File: src/rtl/ifetch_buffer.sv
// ifetch_buffer: single-outstanding instruction fetcher feeding a DEPTH-entry prefetch queue.
// Define IFETCH_BYPASS_EN to let a response reach deq_* in the same cycle when the queue is empty.
module ifetch_buffer #(
  parameter int DEPTH = 4,
  parameter logic [31:0] RESET_PC = 32'h1eceb000
) (
  input  logic        clk,
  input  logic        rst,
  output logic [31:0] imem_addr,
  output logic [3:0]  imem_rmask,
  input  logic [31:0] imem_rdata,
  input  logic        imem_resp,
  input  logic        redirect_valid,
  input  logic [31:0] redirect_pc,
  output logic        deq_valid,
  input  logic        deq_ready,
  output logic [31:0] deq_pc,
  output logic [31:0] deq_inst
);
  localparam int AW = $clog2(DEPTH);
  localparam int CW = AW + 1;
  typedef enum logic [1:0] {IDLE, WAIT, DRAIN} state_t;
  state_t state, state_n;
  logic [31:0] fetch_pc, fetch_pc_n, pend_pc, pend_pc_n, redirect_word;
  logic [31:0] pc_q [DEPTH];
  logic [31:0] inst_q [DEPTH];
  logic [AW-1:0] head, tail;
  logic [CW-1:0] count;
  logic land, bypass, push, pop, flush;
  assign redirect_word = {redirect_pc[31:2], 2'b00};
  assign imem_addr = fetch_pc;
  assign imem_rmask = state == IDLE ? 4'h0 : 4'hf;
  assign land = state == WAIT && imem_resp && !redirect_valid;
  assign pop = count != '0 && deq_ready;
  assign push = land && !bypass;
  // DRAIN entered with an empty queue and never pushes, so it needs no flush
  assign flush = redirect_valid && state != DRAIN;
`ifdef IFETCH_BYPASS_EN
  assign bypass = land && count == '0 && deq_ready;
  assign deq_valid = count != '0 || (land && count == '0);
  assign deq_pc = count != '0 ? pc_q[head] : fetch_pc;
  assign deq_inst = count != '0 ? inst_q[head] : imem_rdata;
`else
  assign bypass = 1'b0;
  assign deq_valid = count != '0;
  assign deq_pc = pc_q[head];
  assign deq_inst = inst_q[head];
`endif
  always_comb begin
    state_n = state;
    fetch_pc_n = fetch_pc;
    pend_pc_n = pend_pc;
    case (state)
      IDLE: begin
        if (redirect_valid) fetch_pc_n = redirect_word;
        else if (count < CW'(DEPTH)) state_n = WAIT;
      end
      WAIT: begin
        if (redirect_valid) begin
          state_n = imem_resp ? IDLE : DRAIN;
          fetch_pc_n = imem_resp ? redirect_word : fetch_pc;
          pend_pc_n = redirect_word;
        end else if (imem_resp) begin
          state_n = IDLE;
          fetch_pc_n = fetch_pc + 32'd4;
        end
      end
      DRAIN: begin
        // the stale address stays on the bus until its response retires
        if (redirect_valid) pend_pc_n = redirect_word;
        if (imem_resp) begin
          state_n = IDLE;
          fetch_pc_n = redirect_valid ? redirect_word : pend_pc;
        end
      end
      default: state_n = IDLE;
    endcase
  end
  always_ff @(posedge clk) begin
    if (rst) begin
      state <= IDLE;
      fetch_pc <= RESET_PC;
      pend_pc <= RESET_PC;
      head <= '0;
      tail <= '0;
      count <= '0;
    end else begin
      state <= state_n;
      fetch_pc <= fetch_pc_n;
      pend_pc <= pend_pc_n;
      if (flush) begin
        head <= '0;
        tail <= '0;
        count <= '0;
      end else begin
        head <= head + AW'(pop);
        tail <= tail + AW'(push);
        count <= count + CW'(push) - CW'(pop);
      end
    end
  end
  always_ff @(posedge clk) begin
    if (push) begin
      pc_q[tail] <= fetch_pc;
      inst_q[tail] <= imem_rdata;
    end
  end
endmodule

File: config.mk
export PLATFORM = sky130hd
export DESIGN_NAME = ifetch_buffer
export DESIGN_NICKNAME = d
export VERILOG_FILES = /design/src/rtl/ifetch_buffer.sv
export SDC_FILE = /design/constraint.sdc
export NUM_CORES = 1
export LEC_CHECK = 0
export CORE_ASPECT_RATIO = 1.5
export CORE_UTILIZATION = 59
export CTS_CLUSTER_DIAMETER = 40
export CTS_CLUSTER_SIZE = 8
export DETAILED_ROUTE_END_ITERATION = 8
export PLACE_DENSITY = 0.84
export SETUP_SLACK_MARGIN = 0.02
export SYNTH_ARGS = -nofsm -noshare
export SYNTH_HDL_FRONTEND = slang
export SYNTH_SLANG_ARGS = --single-unit
File: constraint.sdc
create_clock -name clk -period 21.8 [get_ports clk]
set_input_delay 4.36 -clock clk [delete_from_list [all_inputs] [get_ports clk]]
set_output_delay 4.36 -clock clk [all_outputs]
set_load 0.1 [all_outputs]
# ---- Yosys cells after proc, flatten, opt, wreduce, memory -nomap -nowiden
# Memories as Yosys holds them, arrays and structs flattened. A register that Yosys moved wholly into a read port is not among the register bits.
# Cells that the tools add are included.
dict set report word_totals {
  regBits 73
  ram_bits 256
  output_inout_bits 101
  wordCells 52
  mem_count 2
}
# name depth width read_ports rd_clocked_by_memory_dff write_ports line_no
set mem_list {}
lappend mem_list {inst_q 4 32 1 1 1 26} ;# logic [31:0] inst_q [DEPTH];
lappend mem_list {pc_q 4 32 1 1 1 25} ;# logic [31:0] pc_q [DEPTH];
dict set report op_classes {
  n_addsub 5
  order_cmp 1
  eq_ne 8
  n_mux 18
  reduce_logical 12
}
# cell n
set op_table {}
lappend op_table {{two-way mux 32 bit} 6}
lappend op_table {{case mux 32 bit (3 select lines)} 1}
lappend op_table {{adder 32 x 3 -> 32 bit (second input constant)} 1}
lappend op_table {{two-way mux 2 bit} 7}
lappend op_table {{inequality test 2 bit (second input constant)} 5}
lappend op_table {{case mux 2 bit (3 select lines)} 1}
lappend op_table {{nonzero test 3 bit} 2}
lappend op_table {{adder 2 x 1 -> 2 bit} 2}
lappend op_table {{logical AND 1 bit} 4}
lappend op_table {{two-way mux 4 bit} 1}
lappend op_table {{AND reduction 4 bit} 1}
lappend op_table {{OR reduction 2 bit} 2}
lappend op_table {{adder 3 x 1 -> 3 bit} 1}
lappend op_table {{< comparator 3 bit (second input constant)} 1}
lappend op_table {{subtractor 3 x 1 -> 3 bit} 1}
lappend op_table {{equality test 2 x 1 -> 1 bit (second input constant)} 1}
lappend op_table {{equality test 2 bit (second input constant)} 1}
lappend op_table {{zero test 2 bit} 1}
lappend op_table {{two-way mux 1 bit} 2}
lappend op_table {{inequality test 2 x 1 -> 1 bit (second input constant)} 1}
lappend op_table {{AND reduction 2 bit} 1}
lappend op_table {{zero test 1 bit} 1}

# ---- Longest topological paths before layout
dict set report depth {
  depth_word 5
  ltp_mapped 14
  ltp_nobuf 13
}

# ---- Worst setup path before layout
# Ideal clock, no wire load.
dict set report synth_timing {
  path_type {in2reg}
  from {input port redirect_valid}
  to {memory inst_q[1][0], enable pin}
  setup_ns 0.578
  t_arrival_ns 9.655
  required_time_ns 21.222
  path_slack_ns 11.567
  cell_stages 5
  path_buffers 2
  cell_sequence {buf_2 -> buf_4 -> nor2_1 -> nand2_1 -> nor3b_1}
}
dict set report synth_between {
  elab_chain_len 4
}
# element line_no
set synth_lines {}
lappend synth_lines {{from (decl)} 13} ;# input logic redirect_valid,
lappend synth_lines {{zero test 1 bit} 33} ;# assign land = state == WAIT && imem_resp && !redirect_valid;
lappend synth_lines {{logical AND 1 bit} 33}
lappend synth_lines {{two-way mux 1 bit} 103} ;# if (push) begin
lappend synth_lines {{two-way mux 1 bit (not written as such)} 105} ;# inst_q[tail] <= imem_rdata;
lappend synth_lines {{to (decl)} 26}
# No other way between the ends.

==> run_results.csv <==
group,metric,value,unit
outcome,status,"completed",
synth,synth_cell_types,65,
clock_network,htreeDepth,2,
cells_and_area,final_cells,1325,
cells_and_area,diodes,0,
floorplanning,coreArea,21900,sq um
cells_and_area,finish.utilization,75.2,%
detailed_routing,drcViolationCount,0,
timing,slew_viol_final,0,
clock_network,post_cts_buffers,0,
clock_network,cts_hold_buf,0,
critical_path,path_cells,"buf_4, mux4_2, clkdlybuf4s50_1",
cells_and_area,drive_gt1_share,13.3,%
pwr,power_switching,0.377,mW
worst_hold_path,hold_path.class,"reg2reg",
clock_network,clock_sinks,329,
timing,rsz0062_at_grt,"no",
synth,synth-edff-count,256,
critical_path,reg2reg_depth,8,
critical_path,r2r-end,"imem_addr[17]$_SDFFE_PP1P_",
placement,placed_cells,1259,
floorplanning,io-pin-count,170,
floorplanning,dieArea,23200,sq um
critical_path,critPathLaunchType,"flop",
synth,syn_nets,945,
critical_path,cpPeakStageDelay,1.00,ns
timing,fin_crit,7.93,ns
worst_hold_path,whs_path_depth,2,
pwr,leakage,5.46,nW
synth,synth_ff_type,"edfxtp_1",
timing,fin_crit_sh,36.4,%
synth,ys_warn_count,0,
timing,hold_violations,0,
placement,place.gp.congestion,0.866,
timing,setup_viol,0,
grt,grt_overflow,0,
detailed_routing,post_drt_wl_per_cell,22.3,microns
cells_and_area,regArea,9160,sq um
synth,ys_seq_elements,329,
critical_path,path_max_fanout,52,
placement,place_hpwl,16900,microns
worst_hold_path,hold_path.startpoint,"pend_pc[2]$_SDFFE_PP0N_",
pwr,power_density,92.4,nW/um^2
floorplanning,start_util,60.8,%
pwr,clkPwrFrac,42.8,%
placement,portBuffers,167,
pwr,p_int,1.15,mW
clock_network,clock-root-buffer,"clkbuf_16",
grt,grt_pass1_wl,45300,microns
clock_network,clk_latency,0.53,ns
detailed_routing,finalWirelength,29500,microns
critical_path,cp.arrival,3.57,ns
grt,antenna_found_initial,0,
grt,grt_max_degree,66,
detailed_routing,drtIter0Drc,616,
worst_hold_path,holdPathEnd,"pend_pc[2]$_SDFFE_PP0N_",
clock_network,cts_buffer_depth,3,
pwr,swShare,24.7,%
detailed_routing,postRouteAntennaNets,0,
detailed_routing,drt-vias-per-instance,6.32,
job,max_cap_viol_count,0,
critical_path,cpMaxStageDelayCell,"clkdlybuf4s50_1",
floorplanning,die_x,125,microns
cells_and_area,multi_input_area,3840,sq um
timing,fmax,126,MHz
synth,ys_seq_area_share,68.8,%
clock_network,ctsResizeCount,0,
detailed_routing,vias,8376,
synth,syn_area_per_cell,15.4,sq um
cells_and_area,final_nets,1115,
detailed_routing,drtPass1Iterations,5,
timing,tightest_slew,1.20,ns
clock_network,path_clk_slew,0.05,ns
synth,synthArstFlopShare,0,%
pwr,ir_worst_vdd,0.0694,mV
critical_path,worst_ep_required_time,17.44,ns
critical_path,path_class,"reg2out",
pwr,pwr-share-comb,10.5,%
grt,grt_pass1_vias,8093,
floorplanning,die_h,186,microns
clock_network,cts_tree,"done",
synth,synth_area,13300,sq um
synth,syn_inst,866,
pwr,p_seq_share,46.7,%
timing,clock_skew,0.0215,ns
cells_and_area,fillCellCount,1278,
critical_path,reg2reg_slack,18.69,ns
timing,slew_headroom,19.8,%
critical_path,end_kind,"primary output",
floorplanning,rows,66,
grt,grtUsageTotal,25.5,%
timing,final.setup.tns,0,ns
cells_and_area,area_growth,23.8,%
critical_path,regToRegStartpoint,"state[0]$_SDFFE_PP0P_",
clock_network,cts-buffers-inserted,47,
-- routing by layer --
metal,up-vias,GRT usage [%],share of wire [%],wire length (microns)
met1,4178,32.6,39,11500
met5,-,0,0,0
met4,0,9.93,3.1,926
li1,3743,-,-,-
met3,66,3.36,6.0,1780
met2,389,44.7,52,15300
-- kinds of logic after synthesis --
| kind of cell | share of synthesized area, % |
|---|---|
| buffers and inverters | 2.51 |
| flip-flops | 68.8 |
| adder cells (fa/ha/maj) | 0.997 |
| AND/OR/NAND/NOR | 8.07 |
| AO/OA/AOI/OAI | 8.00 |
| multiplexers | 10.9 |
| XOR/XNOR | 0.724 |
-- power groups by stage --
stage          Clock (mW)  Sequential, mW  Combinational [mW]
3_5_place_dp            0           0.721               0.159
3_3_place_gp            0           0.720               0.157
5_1_grt             0.688           0.711               0.167
6_report            0.651           0.711               0.160
4_1_cts             0.660           0.710               0.160
2_1_floorplan           0           0.756              0.0745
-- cell usage after synthesis (all sizes together) (2+ instances only) --
library cell    n  area, sq um
edfxtp        256         7690
nand2          88          330
dfxtp          73         1460
mux4           64         1440
o21ai          39          195
a21oi          38          190
clkbuf         33          124
nand3          27          140
nor2           26         97.6
buf            23          139
inv            19         71.3
nor3           16         80.1
and3           15         93.8
a221o          12          120
a22o           12          105
nor4           12         90.1
xnor2          10         87.6
a221oi          9         78.8
ha              9          113
nand4           8         50.1
a31oi           7         43.8
o22ai           5         31.3
a21o            4         31.3
a22oi           4         30.0
nand2b          4         25.0
o211ai          4         30.0
a2111oi         3         27.5
and2            3         18.8
and4            3         27.5
nor2b           3         18.8
nor3b           3         22.5
or3             3         20.0
a211oi          2         15.0
a31o            2         17.5
and3b           2         17.5
o21bai          2         15.0
o2bb2ai         2         17.5
o311ai          2         17.5
o31ai           2         15.0
-- worst max-delay path by stage --
stage                        from                      to  cells past startpoint
2_1_floorplan      redirect_valid  inst_q[1][0]$_DFFE_PP_                      5
3_3_place_gp   head[0]$_SDFF_PP0_              deq_pc[13]                      3
3_5_place_dp   head[0]$_SDFF_PP0_              deq_pc[13]                      3
4_1_cts        head[0]$_SDFF_PP0_              deq_pc[13]                      3
5_1_grt        head[0]$_SDFF_PP0_               deq_pc[0]                      3
6_report       head[0]$_SDFF_PP0_               deq_pc[0]                      3
-- cells in the final DEF (no fill, tap or decap), types with 3 or more instances in the layout --
cell / n
nor2b_1: 3
a22oi_1: 4
o211ai_1: 4
o22ai_1: 5
and2_1: 3
nand2_1: 88
dfxtp_1: 71
nand3_1: 26
edfxtp_1: 256
a221oi_1: 9
o21ai_0: 39
a22o_1: 12
nand2b_1: 4
a31oi_1: 7
ha_1: 9
buf_4: 10
nor4_1: 11
a21o_1: 3
mux4_2: 64
clkdlybuf4s50_1: 167
nor2_1: 26
nor3_1: 15
xnor2_1: 10
inv_1: 19
a221o_1: 12
nand4_1: 8
and3_1: 14
clkbuf_1: 14
clkbuf_16: 48
a21oi_1: 38
-- critical path: cells and delay by family (launching register included) --
kind / cells / cell delay, ns
buffers and inverters: 2 / 1.82
multiplexers: 1 / 0.63
flip-flops: 1 / 0.52
-- state kept, by name, indices dropped and copies added, names as in the netlist --
register and cells:
imem_addr 32, pend_pc 32, inst_q 128, head 2
state 2, pc_q 128, count 3, tail 2
-- metrics by stage --
| step | hold slack (ns) | area [sq um] | setup WS (ns) | power, mW |
|---|---|---|---|---|
| after floorplan | 0.436 | 13300 | 11.57 | 0.831 |
| after global placement | 0.441 | 15200 | 14.30 | 0.877 |
| after detailed placement | 0.448 | 15200 | 14.31 | 0.880 |
| after CTS | 0.454 | 16500 | 13.76 | 1.53 |
| after global routing | 0.467 | 16500 | 13.64 | 1.57 |
| final | 0.454 | 16500 | 13.87 | 1.52 |
-- layout make-up --
class	instances	area share, %
clock inverter	4	0.365
inverter	19	0.433
multi-input combinational	462	23.3
sequential	329	55.6
clock buffer	62	7.61
timing repair buffer	177	10.6
tap	272	2.07
Note: power is estimated with default switching activity, not from simulation.
